## src/rtl/axi_burst_master.sv

```systemverilog
// axi_burst_master
//   AXI-style bus master with two independent engines. The read engine issues
//   one AR request and collects R beats into a flat buffer. The write engine
//   latches a flat buffer, then issues AW, streams W beats and waits for B.
//   Each engine reports busy, a one-cycle done pulse and a status value.
//
// Ports (CMDW = ADDR_W+LEN_W+ID_W, commands packed {addr,len,id})
//   clk, rst                     clock, asynchronous active-low reset
//   rd_start, rd_cmd             launch a read burst (taken only when idle)
//   rd_busy, rd_done, rd_err     read status; rd_err is valid with rd_done
//   rd_buf                       read data, beat k at [k*DATA_W +: DATA_W]
//   wr_start, wr_cmd, wr_buf     launch a write burst (taken only when idle)
//   wr_busy, wr_done, wr_bresp   write status; wr_bresp is valid with wr_done
//   AR*/R*                       read address and read data channels
//   AW*/W*/B*                    write address, write data, write response
module axi_burst_master #(
    parameter  int ADDR_W = 8,
    parameter  int DATA_W = 8,
    parameter  int ID_W   = 4,
    parameter  int LEN_W  = 4,
    parameter  int RESP_W = 2,
    localparam int MAXB   = 2**LEN_W,
    localparam int CMDW   = ADDR_W + LEN_W + ID_W
) (
    input  logic                     clk,
    input  logic                     rst,
    input  logic                     rd_start,
    input  logic [CMDW-1:0]          rd_cmd,
    output logic                     rd_busy,
    output logic                     rd_done,
    output logic                     rd_err,
    output logic [MAXB*DATA_W-1:0]   rd_buf,
    input  logic                     wr_start,
    input  logic [CMDW-1:0]          wr_cmd,
    input  logic [MAXB*DATA_W-1:0]   wr_buf,
    output logic                     wr_busy,
    output logic                     wr_done,
    output logic [RESP_W-1:0]        wr_bresp,
    output logic                     ARVALID,
    input  logic                     ARREADY,
    output logic [ADDR_W-1:0]        ARADDR,
    output logic [LEN_W-1:0]         ARLEN,
    output logic [ID_W-1:0]          ARID,
    input  logic                     RVALID,
    output logic                     RREADY,
    input  logic [DATA_W-1:0]        RDATA,
    input  logic [RESP_W-1:0]        RRESP,
    input  logic                     RLAST,
    output logic                     AWVALID,
    input  logic                     AWREADY,
    output logic [ADDR_W-1:0]        AWADDR,
    output logic [LEN_W-1:0]         AWLEN,
    output logic [ID_W-1:0]          AWID,
    output logic                     WVALID,
    input  logic                     WREADY,
    output logic [DATA_W-1:0]        WDATA,
    output logic                     WLAST,
    input  logic                     BVALID,
    output logic                     BREADY,
    input  logic [RESP_W-1:0]        BRESP
);

    typedef enum logic [1:0] {R_IDLE, R_ADDR, R_DATA} rstate_t;
    typedef enum logic [1:0] {W_IDLE, W_ADDR, W_DATA, W_RESP} wstate_t;

    // ---------------- read engine ----------------
    rstate_t             r_state, r_next;
    logic [ADDR_W-1:0]   r_addr;
    logic [LEN_W-1:0]    r_len;
    logic [ID_W-1:0]     r_id;
    logic [LEN_W:0]      r_cnt;   // one extra bit so a full-length burst never wraps
    logic                r_beat;
    logic                r_at_len;
    logic                r_end;

    assign r_beat   = RVALID && RREADY;
    assign r_at_len = (r_cnt == {1'b0, r_len});
    // A burst ends on RLAST or on the last expected beat, whichever comes first.
    assign r_end    = r_beat && (RLAST || r_at_len);

    always_ff @(posedge clk or negedge rst) begin
        if (!rst) r_state <= R_IDLE;
        else      r_state <= r_next;
    end

    always_comb begin
        r_next = r_state;
        case (r_state)
            R_IDLE:  if (rd_start) r_next = R_ADDR;
            R_ADDR:  if (ARREADY)  r_next = R_DATA;
            R_DATA:  if (r_end)    r_next = R_IDLE;
            default: r_next = R_IDLE;
        endcase
    end

    assign rd_busy = (r_state != R_IDLE);
    assign ARVALID = (r_state == R_ADDR);
    assign RREADY  = (r_state == R_DATA);
    assign ARADDR  = ARVALID ? r_addr : '0;
    assign ARLEN   = ARVALID ? r_len  : '0;
    assign ARID    = ARVALID ? r_id   : '0;

    always_ff @(posedge clk or negedge rst) begin
        if (!rst) begin
            r_addr  <= '0;
            r_len   <= '0;
            r_id    <= '0;
            r_cnt   <= '0;
            rd_buf  <= '0;
            rd_err  <= 1'b0;
            rd_done <= 1'b0;
        end else begin
            rd_done <= 1'b0;
            if (r_state == R_IDLE && rd_start) begin
                r_addr <= rd_cmd[CMDW-1 -: ADDR_W];
                r_len  <= rd_cmd[ID_W +: LEN_W];
                r_id   <= rd_cmd[ID_W-1:0];
                r_cnt  <= '0;
                rd_buf <= '0;
                rd_err <= 1'b0;
            end
            if (r_beat) begin
                for (int k = 0; k < MAXB; k++) begin
                    if (r_cnt[LEN_W-1:0] == LEN_W'(k))
                        rd_buf[k*DATA_W +: DATA_W] <= RDATA;
                end
                r_cnt <= r_cnt + (LEN_W+1)'(1);
                // Sticky: slave error, early RLAST, or missing RLAST on the last beat.
                if ((RRESP != '0) || (RLAST != r_at_len))
                    rd_err <= 1'b1;
                if (r_end)
                    rd_done <= 1'b1;
            end
        end
    end

    // ---------------- write engine ----------------
    wstate_t             w_state, w_next;
    logic [ADDR_W-1:0]   w_addr;
    logic [LEN_W-1:0]    w_len;
    logic [ID_W-1:0]     w_id;
    logic [MAXB*DATA_W-1:0] w_buf;
    logic [LEN_W:0]      w_cnt;
    logic                w_at_len;
    logic                w_beat;
    logic [DATA_W-1:0]   w_slot;

    assign w_at_len = (w_cnt == {1'b0, w_len});
    assign w_beat   = WVALID && WREADY;

    always_comb begin
        w_slot = '0;
        for (int k = 0; k < MAXB; k++) begin
            if (w_cnt[LEN_W-1:0] == LEN_W'(k))
                w_slot = w_buf[k*DATA_W +: DATA_W];
        end
    end

    always_ff @(posedge clk or negedge rst) begin
        if (!rst) w_state <= W_IDLE;
        else      w_state <= w_next;
    end

    always_comb begin
        w_next = w_state;
        case (w_state)
            W_IDLE:  if (wr_start)            w_next = W_ADDR;
            W_ADDR:  if (AWREADY)             w_next = W_DATA;
            W_DATA:  if (w_beat && w_at_len)  w_next = W_RESP;
            W_RESP:  if (BVALID)              w_next = W_IDLE;
            default: w_next = W_IDLE;
        endcase
    end

    assign wr_busy = (w_state != W_IDLE);
    assign AWVALID = (w_state == W_ADDR);
    assign WVALID  = (w_state == W_DATA);
    assign BREADY  = (w_state == W_RESP);
    assign AWADDR  = AWVALID ? w_addr : '0;
    assign AWLEN   = AWVALID ? w_len  : '0;
    assign AWID    = AWVALID ? w_id   : '0;
    assign WDATA   = WVALID  ? w_slot : '0;
    assign WLAST   = WVALID && w_at_len;

    always_ff @(posedge clk or negedge rst) begin
        if (!rst) begin
            w_addr   <= '0;
            w_len    <= '0;
            w_id     <= '0;
            w_buf    <= '0;
            w_cnt    <= '0;
            wr_bresp <= '0;
            wr_done  <= 1'b0;
        end else begin
            wr_done <= 1'b0;
            if (w_state == W_IDLE && wr_start) begin
                w_addr <= wr_cmd[CMDW-1 -: ADDR_W];
                w_len  <= wr_cmd[ID_W +: LEN_W];
                w_id   <= wr_cmd[ID_W-1:0];
                w_buf  <= wr_buf;   // snapshot: later wr_buf changes do not matter
                w_cnt  <= '0;
            end
            if (w_beat && !w_at_len)
                w_cnt <= w_cnt + (LEN_W+1)'(1);
            if (w_state == W_RESP && BVALID) begin
                wr_bresp <= BRESP;
                wr_done  <= 1'b1;
            end
        end
    end

endmodule

```

## config.mk

```make
export PLATFORM = sky130hd
export DESIGN_NAME = axi_burst_master
export DESIGN_NICKNAME = d
export VERILOG_FILES = /design/src/rtl/axi_burst_master.sv
export SDC_FILE = /design/constraint.sdc
export NUM_CORES = 1
export LEC_CHECK = 0
export BUFFER_PORTS_ARGS = -buffer_cell sky130_fd_sc_hd__buf_2
export CORE_MARGIN = 3
export CORE_UTILIZATION = 43
export CTS_BUF_LIST = sky130_fd_sc_hd__clkbuf_8
export DETAILED_ROUTE_END_ITERATION = 10
export PLACE_DENSITY = 0.66
export SLEW_MARGIN = 10
export SYNTH_ARGS = -nofsm -noshare
export SYNTH_HDL_FRONTEND = slang
export SYNTH_SLANG_ARGS = --single-unit
```

## constraint.sdc

```tcl
create_clock -name clk -period 2.65 [get_ports clk]
set_input_delay 0.53 -clock clk [delete_from_list [all_inputs] [get_ports clk]]
set_output_delay 0.53 -clock clk [all_outputs]
set_load 0.02 [all_outputs]
```

==> results of run 1 <==
flip-flops by register name (all words and copies together) (netlist names), 5 cells and up:
| signal | count |
|---|---|
| r_addr | 8 |
| r_cnt | 5 |
| rd_buf | 128 |
| w_addr | 8 |
| w_buf | 128 |
| w_cnt | 5 |
power groups by stage:
stage | clock, µW | combinational (µW) | sequential (µW)
after floorplan | 0 | 4160 | 6880
after global placement | 0 | 6220 | 7180
after detailed placement | 0 | 6320 | 7190
after CTS | 4380 | 6750 | 7160
after global routing | 4640 | 7480 | 7330
final | 4260 | 6940 | 7190
how the worst min path moves through the flow:
stage          depth (start not counted)                      to  slack [ns]              from
2_1_floorplan                          0   r_addr[0]$_DFFE_PN0P_        0.23               rst
3_3_place_gp                           2        rd_err$_DFF_PN0_        0.47  rd_err$_DFF_PN0_
3_5_place_dp                           2        rd_err$_DFF_PN0_        0.49  rd_err$_DFF_PN0_
4_1_cts                                2  r_state[0]$_DFFE_PN0P_        0.09           ARREADY
5_1_grt                                2  r_state[0]$_DFFE_PN0P_        0.11           ARREADY
6_report                               2  r_state[0]$_DFFE_PN0P_        0.13           ARREADY
layer usage:
layer	track usage, %	share of wire (%)	vias to the layer above
met4	10.15	3.8	10
li1	-	-	5466
met1	33.45	43	5650
met3	7.778	8.3	106
met5	0	0.16	-
met2	38.61	45	430
kinds of logic after synthesis:
kind of cell / synth area share, %
mux: 13.22
xor+xnor: 0.6954
fa+ha+maj: 1.248
buf+inv: 3.940
simple gates: 13.87
flops: 54.73
compound gates: 12.29
cell usage after synthesis (20+ instances only):
cell and n:
a21oi_1 52, and2_1 37, buf_2 22, clkbuf_1 72, dfrtp_1 307, inv_1 30
mux2_2 162, nand2_1 290, nand3_1 20, nor2_1 34, nor2b_1 22, o21ai_0 157
stage by stage:
| stage | worst slack [ns] | hold slack (ns) |
|---|---|---|
| 2_1_floorplan | 0.07923 | 0.2344 |
| 3_3_place_gp | -0.1562 | 0.4670 |
| 3_5_place_dp | -0.1702 | 0.4857 |
| 4_1_cts | -0.5967 | 0.09342 |
| 5_1_grt | -0.6780 | 0.1054 |
| 6_report | -0.5508 | 0.1332 |
area by class of cell:
type,count,area [µm²],share of cell area [%]
sequential,307,7684,42.00
multi-input combinational,919,6112,33.41
timing repair buffer,460,2780,15.20
clock buffer,65,894.6,4.890
tap,435,544.3,2.975
clock inverter,28,158.9,0.8686
inverter,30,112.6,0.6156
antenna,3,7.507,0.04104
repair_timing:
| action | in CTS | in global routing |
|---|---|---|
| endpoints found under the hold margin | 56 | 0 |
| setup buffers | 10 | 0 |
| endpoints found under the setup margin | 11 | 10 |
| resized for setup | 61 | 44 |
| hold buffers | 1 | 0 |
| pin swaps | 24 | 30 |
==> flow_summary.html, run 1 <==
<table>
<tr><th>Metric</th><th>Value</th></tr>
<tr><th colspan="2">Outcome</th></tr>
<tr><td>Result of the run</td><td>finished, violations left</td></tr>
<tr><td>Failing checks</td><td>negative setup slack</td></tr>
<tr><th colspan="2">Detailed routing</th></tr>
<tr><td>Via count</td><td>11662</td></tr>
<tr><td>Average vias per placed instance</td><td>5.190</td></tr>
<tr><td>DR pass1 iterations</td><td>5</td></tr>
<tr><td>Detailed-route wire length</td><td>44750 µm</td></tr>
<tr><td>Initial DRC count</td><td>754</td></tr>
<tr><td>Drt wl/cell</td><td>19.92 µm</td></tr>
<tr><td>Post-route antenna net violation count</td><td>0</td></tr>
<tr><td>Drt drc</td><td>0</td></tr>
<tr><th colspan="2">Worst setup path</th></tr>
<tr><td>Largest fanout on the critical path</td><td>10</td></tr>
<tr><td>List of cells traversed by the critical path</td><td>buf_4 -&gt; ha_4 -&gt; buf_4 -&gt; a2111oi_2 -&gt; o22ai_1 -&gt; o221ai_2 -&gt; o2bb2ai_2 -&gt; buf_6</td></tr>
<tr><td>Startpoint of the worst-slack reg-to-reg timing path</td><td>w_cnt[1]$_DFFE_PN0P_</td></tr>
<tr><td>Buffers plus inverters on the worst setup path</td><td>3</td></tr>
<tr><td>R2R cell count</td><td>11</td></tr>
<tr><td>Arr. time, crit path</td><td>2.67 ns</td></tr>
<tr><td>Setup crit start</td><td>w_cnt[0]$_DFFE_PN0P_</td></tr>
<tr><td>Slowest cell on crit path</td><td>dfrtp_2</td></tr>
<tr><td>Capture point of the critical path</td><td>WDATA[2]</td></tr>
<tr><td>Flop-to-flop setup slack</td><td>0.05 ns</td></tr>
<tr><td>Top cell family by delay on the critical path</td><td>compound AO/OA/AOI/OAI gates</td></tr>
<tr><td>Worst reg2reg endpoint</td><td>w_state[1]$_DFFE_PN0P_</td></tr>
<tr><td>Worst Setup Path Type</td><td>reg2out</td></tr>
<tr><td>Cell with the most instances on the worst path</td><td>buf_4</td></tr>
<tr><td>Cell depth of the worst setup path</td><td>8</td></tr>
<tr><td>Element type at the critical path start</td><td>flop</td></tr>
<tr><td>Required time at the endpoint of the critical path</td><td>2.12 ns</td></tr>
<tr><td>Critical path endpoint category</td><td>primary output</td></tr>
<tr><td>Crit path largest cell delay</td><td>0.45 ns</td></tr>
<tr><th colspan="2">Die</th></tr>
<tr><td>Top-Level Pins</td><td>363</td></tr>
<tr><td>Die X-Extent</td><td>186.7 µm</td></tr>
<tr><td>Die Y-Extent</td><td>186.7 µm</td></tr>
<tr><td>Initial core utilization</td><td>44.03%</td></tr>
<tr><td>Core area</td><td>0.03188 mm²</td></tr>
<tr><td>Number of cell rows</td><td>65</td></tr>
<tr><td>Total Die Area</td><td>0.03485 mm²</td></tr>
<tr><th colspan="2">Clock tree</th></tr>
<tr><td>Clock tree from TritonCTS</td><td>done</td></tr>
<tr><td># H-tree levels</td><td>2</td></tr>
<tr><td>Latest clock arrival within the worst-skew pair</td><td>0.59 ns</td></tr>
<tr><td>Total clock sinks</td><td>307</td></tr>
<tr><td>CTS clk-pin slew, worst paths</td><td>0.07 ns</td></tr>
<tr><td>Number of buffers inserted during clock tree synthesis</td><td>53</td></tr>
<tr><td>Root Buffer Master</td><td>clkbuf_8</td></tr>
<tr><td>Number of buffers on the longest clock path</td><td>3</td></tr>
<tr><th colspan="2">Place</th></tr>
<tr><td>IO buf count</td><td>362</td></tr>
<tr><td>GPL Wtd Cong</td><td>0.8918</td></tr>
<tr><td>Total cell area at the placement stage</td><td>0.01677 mm²</td></tr>
<tr><td>Post-Place Cells</td><td>2140</td></tr>
<tr><td>Placed wire-length estimate</td><td>32170 µm</td></tr>
<tr><th colspan="2">Timing</th></tr>
<tr><td>Period Utilization, post-route</td><td>120.8%</td></tr>
<tr><td>Worst slew slack as a fraction of its limit</td><td>64.08%</td></tr>
<tr><td>Top achievable clock speed</td><td>0.3124 GHz</td></tr>
<tr><td>Final hold viol count</td><td>0</td></tr>
<tr><td>Setup slack of the critical path after layout</td><td>-0.5508 ns</td></tr>
<tr><td>Final min period</td><td>3.201 ns</td></tr>
<tr><td>Final Slew Violations</td><td>0</td></tr>
<tr><td>Fin Clk Skew</td><td>0.02270 ns</td></tr>
<tr><td>Setup Total Neg Slack</td><td>-4.197 ns</td></tr>
<tr><td>Finish-stage setup viols</td><td>8</td></tr>
<tr><td>RSZ-0062 raised after global routing</td><td>true</td></tr>
<tr><td>Tightest Pin Transition</td><td>0.5384 ns</td></tr>
<tr><th colspan="2">Power</th></tr>
<tr><td>Switching part of the total power</td><td>35.60%</td></tr>
<tr><td>Maximum ir drop on the vdd rail</td><td>0.5786 mV</td></tr>
<tr><td>Combinational Power Share</td><td>37.7%</td></tr>
<tr><td>Cell-internal power</td><td>11840 µW</td></tr>
<tr><td>Clock power frac</td><td>23.2%</td></tr>
<tr><td>Reg power frac</td><td>39.1%</td></tr>
<tr><td>Leak pwr</td><td>0.008803 µW</td></tr>
<tr><td>Power per cell area</td><td>1005 mW/mm²</td></tr>
<tr><td>PnR Total Power</td><td>18390 µW</td></tr>
<tr><td>Power spent charging and discharging nets</td><td>6545 µW</td></tr>
<tr><th colspan="2">Global route</th></tr>
<tr><td>GRT Resource Usage Total</td><td>25.17%</td></tr>
<tr><td>Sum of overflow across all layers after global routing</td><td>0</td></tr>
<tr><td>First-pass GRT wire length</td><td>69640 µm</td></tr>
<tr><td>Antenna violations before repair</td><td>8</td></tr>
<tr><td>Largest net degree at the start of global routing</td><td>68</td></tr>
<tr><td>Via count of the first global-routing pass</td><td>11984</td></tr>
<tr><th colspan="2">Final layout</th></tr>
<tr><td>Commonest non-fill, non-tap cell in the layout</td><td>buf_2</td></tr>
<tr><td>Post-route core utilization</td><td>57.38%</td></tr>
<tr><td>Filler-free cell count of the finished design</td><td>2247</td></tr>
<tr><td>Fraction of layout instances using a drive strength above 1</td><td>42.01%</td></tr>
<tr><td>Final net count</td><td>1967</td></tr>
<tr><td>Final-layout fill cell count</td><td>2863</td></tr>
<tr><td>Area growth from synthesis to layout</td><td>30.34%</td></tr>
<tr><td>Most frequent cells in the layout</td><td>buf_2 (352), dfrtp_1 (306), nand2_1 (286)</td></tr>
<tr><td>Final cell area excluding filler cells</td><td>0.01829 mm²</td></tr>
<tr><th colspan="2">Yosys</th></tr>
<tr><td>Post-synthesis average cell area</td><td>10.30 µm²</td></tr>
<tr><td>Post-Syn Nets</td><td>1559</td></tr>
<tr><td>Yosys warning count</td><td>0</td></tr>
<tr><td>Proportion of synthesized chip area in sequential cells</td><td>54.73%</td></tr>
<tr><td>Instance count of the mapped netlist</td><td>1363</td></tr>
<tr><td>Synth area leader</td><td>dfrtp_1</td></tr>
<tr><td>Area of the mapped netlist</td><td>0.01404 mm²</td></tr>
<tr><td>Async set or reset register ratio after synthesis</td><td>100.0%</td></tr>
<tr><td>Number of enable-type register cells in the synthesized netlist</td><td>0</td></tr>
<tr><td>Leading register cell type out of synthesis</td><td>dfrtp_1</td></tr>
<tr><td>Cell types occupying the most area after synthesis</td><td>dfrtp_1 (55%), mux2_2 (13%), nand2_1 (7.8%)</td></tr>
<tr><td>Area share of the leading cell type in the synthesized netlist</td><td>54.73%</td></tr>
<tr><td>Number of distinct library cells after synthesis</td><td>64</td></tr>
<tr><td>Register bit total from synthesis</td><td>307</td></tr>
<tr><th colspan="2">Flow run</th></tr>
<tr><td>Maximum Capacitance Violations</td><td>0</td></tr>
<tr><th colspan="2">Hold path</th></tr>
<tr><td>Hold Path Class</td><td>in2reg</td></tr>
</table>
No activity file was read; power rests on OpenSTA's default activity.
==> run 2: changes to the inputs <==
--- a/config.mk
+++ b/config.mk
@@ -8,7 +8,7 @@
 export BUFFER_PORTS_ARGS = -buffer_cell sky130_fd_sc_hd__buf_2
 export CORE_MARGIN = 3
 export CORE_UTILIZATION = 43
-export CTS_BUF_LIST = sky130_fd_sc_hd__clkbuf_8
+export CTS_BUF_LIST = sky130_fd_sc_hd__clkbuf_16
 export DETAILED_ROUTE_END_ITERATION = 10
 export PLACE_DENSITY = 0.66
 export SLEW_MARGIN = 10
==> constraint.sdc (replaced) <==
create_clock -name clk -period 3.4 [get_ports clk]
set_input_delay 0.68 -clock clk [delete_from_list [all_inputs] [get_ports clk]]
set_output_delay 0.68 -clock clk [all_outputs]
set_load 0.02 [all_outputs]
==> run 2 against run 1 <==
The run now ends clean; power is 24% lower; design area decreased by 3.5%; register-to-register slack better by 1.2 ns; critical path depth unchanged; utilization is 2.0 points lower; combinational power is 29% lower; global-route usage decreased by 0.46 points; critical path type unchanged.
==> flow_summary.html, run 2 (synthesis gave the netlist of run 1 again) <==
<table>
<tr><th>Metric</th><th>Value</th></tr>
<tr><th colspan="2">Clock tree</th></tr>
<tr><td>Number of buffers on the longest clock path</td><td>3</td></tr>
<tr><td>Number of buffers inserted during clock tree synthesis</td><td>34</td></tr>
<tr><td>CTS clk-pin slew, worst paths</td><td>0.06 ns</td></tr>
<tr><td>Root Buffer Master</td><td>clkbuf_16</td></tr>
<tr><td># H-tree levels</td><td>2</td></tr>
<tr><td>Total of hold buffers inserted after clock tree synthesis</td><td>0</td></tr>
<tr><td>Latest clock arrival within the worst-skew pair</td><td>0.52 ns</td></tr>
<tr><td>Total clock sinks</td><td>307</td></tr>
<tr><td>Clock tree from TritonCTS</td><td>done</td></tr>
<tr><th colspan="2">Timing</th></tr>
<tr><td>Final hold viol count</td><td>0</td></tr>
<tr><td>Final min period</td><td>3.333 ns</td></tr>
<tr><td>RSZ-0062 raised after global routing</td><td>true</td></tr>
<tr><td>Fin Clk Skew</td><td>0.01768 ns</td></tr>
<tr><td>Tightest Pin Transition</td><td>0.9635 ns</td></tr>
<tr><td>Worst slew slack as a fraction of its limit</td><td>35.53%</td></tr>
<tr><td>Finish-stage setup viols</td><td>0</td></tr>
<tr><td>Top achievable clock speed</td><td>0.3000 GHz</td></tr>
<tr><td>Setup Total Neg Slack</td><td>0 ns</td></tr>
<tr><td>Setup slack of the critical path after layout</td><td>0.06710 ns</td></tr>
<tr><td>Final Slew Violations</td><td>0</td></tr>
<tr><td>Period Utilization, post-route</td><td>98.03%</td></tr>
<tr><th colspan="2">Global route</th></tr>
<tr><td>GRT Resource Usage Total</td><td>24.70%</td></tr>
<tr><td>Largest net degree at the start of global routing</td><td>150</td></tr>
<tr><td>Fraction of met3 tracks used by global routing</td><td>8.059%</td></tr>
<tr><td>Via count of the first global-routing pass</td><td>11660</td></tr>
<tr><td>Global Route met2 Usage</td><td>38.80%</td></tr>
<tr><td>Sum of overflow across all layers after global routing</td><td>0</td></tr>
<tr><td>Met1 Resource Use GR</td><td>32.34%</td></tr>
<tr><td>First-pass GRT wire length</td><td>68430 µm</td></tr>
<tr><td>Antenna violations before repair</td><td>9</td></tr>
<tr><td>Gr busiest metal</td><td>met2</td></tr>
<tr><th colspan="2">Worst setup path</th></tr>
<tr><td>List of cells traversed by the critical path</td><td>buf_4 -&gt; ha_4 -&gt; and2b_4 -&gt; a221oi_1 -&gt; o32a_1 -&gt; o2111ai_1 -&gt; o211a_1 -&gt; buf_2</td></tr>
<tr><td>Top cell family by delay on the critical path</td><td>compound AO/OA/AOI/OAI gates</td></tr>
<tr><td>Slowest cell on crit path</td><td>dfrtp_2</td></tr>
<tr><td>Buffers plus inverters on the worst setup path</td><td>2</td></tr>
<tr><td>Required time at the endpoint of the critical path</td><td>2.72 ns</td></tr>
<tr><td>Largest fanout on the critical path</td><td>5</td></tr>
<tr><td>Setup crit start</td><td>w_cnt[0]$_DFFE_PN0P_</td></tr>
<tr><td>R2R cell count</td><td>6</td></tr>
<tr><td>Arr. time, crit path</td><td>2.65 ns</td></tr>
<tr><td>Crit path largest cell delay</td><td>0.42 ns</td></tr>
<tr><td>Critical path endpoint category</td><td>primary output</td></tr>
<tr><td>Element type at the critical path start</td><td>flop</td></tr>
<tr><td>Startpoint of the worst-slack reg-to-reg timing path</td><td>w_cnt[3]$_DFFE_PN0P_</td></tr>
<tr><td>Cell depth of the worst setup path</td><td>8</td></tr>
<tr><td>Worst Setup Path Type</td><td>reg2out</td></tr>
<tr><th colspan="2">Final layout</th></tr>
<tr><td>Commonest non-fill, non-tap cell in the layout</td><td>buf_2</td></tr>
<tr><td>Final net count</td><td>1901</td></tr>
<tr><td>Final cell area excluding filler cells</td><td>0.01765 mm²</td></tr>
<tr><td>Most frequent cells in the layout</td><td>buf_2 (359), dfrtp_1 (305), nand2_1 (288)</td></tr>
<tr><td>Largest registers ranked by flip-flop count</td><td>rd_buf x128, w_buf x128</td></tr>
<tr><td>Area growth from synthesis to layout</td><td>25.75%</td></tr>
<tr><td>Fraction of layout instances using a drive strength above 1</td><td>37.83%</td></tr>
<tr><th colspan="2">Detailed routing</th></tr>
<tr><td>Average vias per placed instance</td><td>5.251</td></tr>
<tr><td>DR pass1 iterations</td><td>5</td></tr>
<tr><td>Detailed-route wire length</td><td>43630 µm</td></tr>
<tr><td>Post-route antenna net violation count</td><td>0</td></tr>
<tr><td>Drt wl/cell</td><td>20.15 µm</td></tr>
<tr><td>Initial DRC count</td><td>754</td></tr>
<tr><td>Via count</td><td>11369</td></tr>
<tr><td>Drt drc</td><td>0</td></tr>
<tr><th colspan="2">Power</th></tr>
<tr><td>PnR Total Power</td><td>13930 µW</td></tr>
<tr><td>Power per cell area</td><td>789.2 mW/mm²</td></tr>
<tr><td>Leak pwr</td><td>0.008433 µW</td></tr>
<tr><td>Maximum ir drop on the vdd rail</td><td>0.5650 mV</td></tr>
<tr><th colspan="2">Die</th></tr>
<tr><td>Die Y-Extent</td><td>186.7 µm</td></tr>
<tr><td>Number of cell rows</td><td>65</td></tr>
<tr><td>Total Die Area</td><td>0.03485 mm²</td></tr>
<tr><td>Top-Level Pins</td><td>363</td></tr>
<tr><td>Core area</td><td>0.03188 mm²</td></tr>
<tr><td>Die X-Extent</td><td>186.7 µm</td></tr>
<tr><td>Initial core utilization</td><td>44.03%</td></tr>
<tr><th colspan="2">Flow run</th></tr>
<tr><td>Maximum Capacitance Violations</td><td>0</td></tr>
<tr><th colspan="2">Place</th></tr>
<tr><td>Placed wire-length estimate</td><td>30820 µm</td></tr>
<tr><td>Total cell area at the placement stage</td><td>0.01632 mm²</td></tr>
<tr><td>IO buf count</td><td>362</td></tr>
<tr><td>Post-Place Worst Slack</td><td>0.2549 ns</td></tr>
<tr><td>GPL Wtd Cong</td><td>0.8932</td></tr>
<tr><th colspan="2">Hold path</th></tr>
<tr><td>Hold Path Class</td><td>in2async</td></tr>
<tr><th colspan="2">Outcome</th></tr>
<tr><td>Result of the run</td><td>completed</td></tr>
</table>
## run 2: cell count changes in the layout (fill, tap and decap cells not counted), sizes merged
cell	previous run	this run
and2b	3	4
buf	459	411
bufbuf	0	1
clkbuf	65	35
clkinv	6	10
clkinvlp	2	1
diode	3	4
dlygate4sd3	1	0
inv	49	40
## run 2: final timing paths
check                      slack (ns)                      to
min in group clk                 0.37  r_state[0]$_DFFE_PN0P_
setup reg to reg                 1.25  w_state[1]$_DFFE_PN0P_
hold / removal                   0.14     w_id[3]$_DFFE_PN0P_
hold reg to reg                  0.49        rd_err$_DFF_PN0_
setup / recovery                 0.07                WDATA[4]
max in group asynchronous        2.33   r_addr[4]$_DFFE_PN0P_
## run 2: layout make-up
class	instances	area, µm²
clock inverters	22	141.4
diodes	4	10.01
repair buffers	412	2318
multi-input cells	920	5963
well taps	435	544.3
clock buffers	35	875.8
inverters	30	112.6
fillers	2898	14230
flip-flops and latches	307	7685
## run 2: stage by stage
stage               instances  hold slack [ns]  util, %
floorplan                1363           0.3844        -
global placement         2088           0.4679    51.18
detailed placement       2088           0.4781    51.18
CTS                      2152           0.1508    54.88
global route             2163           0.1698    55.35
finish                   2165           0.1425    55.36
## run 2: routing by layer
| layer | wire [µm] | part of all wire [%] | up-vias |
|---|---|---|---|
| li1 | - | - | 5327 |
| met2 | 19760 | 45 | 459 |
| met5 | 84 | 0.19 | - |
| met3 | 4214 | 9.7 | 100 |
| met1 | 17960 | 41 | 5473 |
| met4 | 1606 | 3.7 | 10 |
## run 2: worst reg2reg max path, delay by kind of cell, from the launching register on
| family | cells | cell delay [ns] |
|---|---|---|
| compound gates | 1 | 0.19 |
| xor+xnor | 1 | 0.23 |
| buf+inv | 1 | 0.21 |
| flops | 1 | 0.38 |
| mux | 1 | 0.34 |
| simple gates | 2 | 0.67 |
## run 2: power breakdown
group	switching, µW	internal, µW	leakage, µW	total, µW
combinational	2610	2330	0.00398	4950
clock	1460	1940	0.000532	3390
sequential	809	4780	0.00392	5590
total	4880	9050	0.00843	13900
## run 2: timing repair
action                     4_1_cts  5_1_grt
cloned                           2        0
pin swaps                        3       12
buffers inserted                 5        9
gates resized for setup         25       23
setup endpoints to repair        8        8
==> run 3: changes to the inputs <==
--- a/config.mk
+++ b/config.mk
@@ -5,7 +5,7 @@
 export SDC_FILE = /design/constraint.sdc
 export NUM_CORES = 1
 export LEC_CHECK = 0
-export BUFFER_PORTS_ARGS = -buffer_cell sky130_fd_sc_hd__buf_2
+export BUFFER_PORTS_ARGS = -buffer_cell sky130_fd_sc_hd__clkbuf_2
 export CORE_MARGIN = 3
 export CORE_UTILIZATION = 43
 export CTS_BUF_LIST = sky130_fd_sc_hd__clkbuf_16
==> run 3 against run 2 <==
The run now ends with negative setup slack left; power increased by 2.6%; clock skew shrank 0.0010 ns; global-route usage fell by 0.72 points; via count decreased by 0.41%; first-iteration DRC count is 11% higher; sequential share of layout area decreased by 0.18 points; utilization grew 0.22 points; worst setup slack lost 0.076 ns; maximum frequency is 2.2% lower; count of clock-buffer cells in the layout is 1 lower; critical path type unchanged.
==> flow_summary.html, run 3 (synthesis gave the netlist of run 1 again) <==
<table>
<tr><th>Metric</th><th>Value</th></tr>
<tr><th colspan="2">Detailed routing</th></tr>
<tr><td>Post-route antenna net violation count</td><td>0</td></tr>
<tr><td>Initial DRC count</td><td>839</td></tr>
<tr><td>Drt wl/cell</td><td>19.99 µm</td></tr>
<tr><td>Drt drc</td><td>0</td></tr>
<tr><td>Average vias per placed instance</td><td>5.249</td></tr>
<tr><td>DR pass1 iterations</td><td>6</td></tr>
<tr><td>Detailed-route wire length</td><td>43120 µm</td></tr>
<tr><td>Via count</td><td>11322</td></tr>
<tr><th colspan="2">Global route</th></tr>
<tr><td>Antenna violations before repair</td><td>5</td></tr>
<tr><td>First-pass GRT wire length</td><td>66370 µm</td></tr>
<tr><td>GRT Resource Usage Total</td><td>23.98%</td></tr>
<tr><td>Largest net degree at the start of global routing</td><td>147</td></tr>
<tr><td>Via count of the first global-routing pass</td><td>11363</td></tr>
<tr><td>Sum of overflow across all layers after global routing</td><td>0</td></tr>
<tr><th colspan="2">Clock tree</th></tr>
<tr><td>Root Buffer Master</td><td>clkbuf_16</td></tr>
<tr><td>Clock tree from TritonCTS</td><td>done</td></tr>
<tr><td>CTS clk-pin slew, worst paths</td><td>0.06 ns</td></tr>
<tr><td>Number of buffers on the longest clock path</td><td>3</td></tr>
<tr><td>Latest clock arrival within the worst-skew pair</td><td>0.52 ns</td></tr>
<tr><td>Number of buffers inserted during clock tree synthesis</td><td>34</td></tr>
<tr><td># H-tree levels</td><td>2</td></tr>
<tr><td>Total clock sinks</td><td>307</td></tr>
<tr><td>Total of hold buffers inserted after clock tree synthesis</td><td>0</td></tr>
<tr><th colspan="2">Final layout</th></tr>
<tr><td>Filler-free cell count of the finished design</td><td>2157</td></tr>
<tr><td>Post-route core utilization</td><td>55.59%</td></tr>
<tr><td>Final net count</td><td>1894</td></tr>
<tr><td>Area growth from synthesis to layout</td><td>26.26%</td></tr>
<tr><td>Fraction of layout instances using a drive strength above 1</td><td>37.65%</td></tr>
<tr><td>Most frequent cells in the layout</td><td>clkbuf_2 (358), dfrtp_1 (306), nand2_1 (288)</td></tr>
<tr><td>Total area of multi-input combinational cells</td><td>0.005937 mm²</td></tr>
<tr><td>Register area</td><td>0.007684 mm²</td></tr>
<tr><td>Largest registers ranked by flip-flop count</td><td>rd_buf x128, w_buf x128</td></tr>
<tr><td>Final-layout fill cell count</td><td>2903</td></tr>
<tr><td>Commonest non-fill, non-tap cell in the layout</td><td>clkbuf_2</td></tr>
<tr><th colspan="2">Power</th></tr>
<tr><td>Leak pwr</td><td>0.008340 µW</td></tr>
<tr><td>Maximum ir drop on the vdd rail</td><td>0.5566 mV</td></tr>
<tr><td>Power per cell area</td><td>806.9 mW/mm²</td></tr>
<tr><td>PnR Total Power</td><td>14300 µW</td></tr>
<tr><th colspan="2">Worst setup path</th></tr>
<tr><td>Arr. time, crit path</td><td>2.73 ns</td></tr>
<tr><td>Flop-to-flop setup slack</td><td>1.24 ns</td></tr>
<tr><td>Largest fanout on the critical path</td><td>13</td></tr>
<tr><td>R2R cell count</td><td>6</td></tr>
<tr><td>Startpoint of the worst-slack reg-to-reg timing path</td><td>w_cnt[3]$_DFFE_PN0P_</td></tr>
<tr><td>Critical path endpoint category</td><td>primary output</td></tr>
<tr><td>Worst Setup Path Type</td><td>reg2out</td></tr>
<tr><td>Worst reg2reg endpoint</td><td>w_state[1]$_DFFE_PN0P_</td></tr>
<tr><td>Element type at the critical path start</td><td>flop</td></tr>
<tr><td>Required time at the endpoint of the critical path</td><td>2.72 ns</td></tr>
<tr><th colspan="2">Hold path</th></tr>
<tr><td>Hold Path Class</td><td>in2async</td></tr>
<tr><th colspan="2">Place</th></tr>
<tr><td>IO buf count</td><td>362</td></tr>
<tr><td>GPL Wtd Cong</td><td>0.9186</td></tr>
<tr><td>Placed wire-length estimate</td><td>30490 µm</td></tr>
<tr><td>Post-Place Cells</td><td>2085</td></tr>
<tr><th colspan="2">Die</th></tr>
<tr><td>Initial core utilization</td><td>44.03%</td></tr>
<tr><td>Core area</td><td>0.03188 mm²</td></tr>
<tr><td>Die X-Extent</td><td>186.7 µm</td></tr>
<tr><td>Top-Level Pins</td><td>363</td></tr>
<tr><td>Number of cell rows</td><td>65</td></tr>
<tr><td>Total Die Area</td><td>0.03485 mm²</td></tr>
<tr><td>Die Y-Extent</td><td>186.7 µm</td></tr>
<tr><th colspan="2">Timing</th></tr>
<tr><td>Top achievable clock speed</td><td>0.2934 GHz</td></tr>
<tr><td>Final Slew Violations</td><td>0</td></tr>
<tr><td>Setup slack of the critical path after layout</td><td>-0.008827 ns</td></tr>
<tr><td>Finish-stage setup viols</td><td>1</td></tr>
<tr><td>Period Utilization, post-route</td><td>100.3%</td></tr>
<tr><td>Worst slew slack as a fraction of its limit</td><td>39.49%</td></tr>
<tr><td>Final hold viol count</td><td>0</td></tr>
<tr><td>Fin Clk Skew</td><td>0.01668 ns</td></tr>
<tr><td>Final min period</td><td>3.409 ns</td></tr>
<tr><td>Tightest Pin Transition</td><td>0.9043 ns</td></tr>
<tr><th colspan="2">Outcome</th></tr>
<tr><td>Result of the run</td><td>finished, violations left</td></tr>
<tr><td>Failing checks</td><td>negative setup slack</td></tr>
<tr><th colspan="2">Flow run</th></tr>
<tr><td>Maximum Capacitance Violations</td><td>0</td></tr>
</table>
-- run 3: timing repair --
item / 4_1_cts / 5_1_grt
setup endpoints to repair: 8 / 8
gates resized for setup: 25 / 22
setup buffers: 6 / 6
pin swaps: 4 / 9
cloned: 1 / 0
hold endpoints to repair: 0 / 0
-- run 3: cell type report --
cell class / instances / share of cell area [%]
diodes: 1 / 0.01412
clock inverters: 25 / 1.659
well taps: 435 / 3.071
clock buffers: 34 / 4.801
repair buffers: 406 / 12.96
multi-input cells: 919 / 33.50
flip-flops and latches: 307 / 43.36
inverters: 30 / 0.6354
-- run 3: through the flow --
stage	hold WS [ns]	TNS, ns	worst slack [ns]	area (µm²)
global placement	0.4698	0	0.3410	16310
floorplan	0.3844	0	0.6792	14040
CTS	0.1356	0	0.01054	17610
detailed placement	0.4777	0	0.2893	16310
finish	0.09737	-0.008827	-0.008827	17720
global route	0.1505	-0.06583	-0.02010	17720
-- run 3: how the worst max path moves through the flow --
stage	slack, ns	depth (start not counted)	to	start
global route	-0.02	9	WDATA[3]	w_cnt[0]$_DFFE_PN0P_
CTS	0.01	9	WDATA[3]	w_cnt[0]$_DFFE_PN0P_
floorplan	0.68	9	WDATA[7]	w_cnt[0]$_DFFE_PN0P_
detailed placement	0.29	8	WDATA[0]	w_cnt[1]$_DFFE_PN0P_
global placement	0.34	8	WDATA[2]	w_cnt[1]$_DFFE_PN0P_
finish	-0.009	10	WDATA[6]	w_cnt[0]$_DFFE_PN0P_
-- run 3: where the power goes --
part | internal, µW | total (µW) | switching (µW) | leakage (µW)
logic | 2310 | 4910 | 2600 | 0.00384
registers | 4780 | 5580 | 800 | 0.00392
clock network | 2290 | 3810 | 1520 | 0.000581
-- run 3: layer usage --
metal / track usage (%) / wire length (µm) / vias up
met5: 0 / 49 / -
met2: 38.19 / 19960 / 428
met3: 7.477 / 3789 / 82
met4: 6.775 / 1243 / 8
li1: - / - / 5317
met1: 31.84 / 18070 / 5487
-- run 3: critical path, stage by stage (launching register included) --
cell      delay, ns
dfrtp_1        0.40
inv_1          0.11
ha_4           0.21
buf_4          0.16
buf_4          0.18
a211oi_1       0.21
a21oi_1        0.06
o21a_1         0.23
o21ai_0        0.30
o211ai_1       0.18
clkbuf_2       0.19
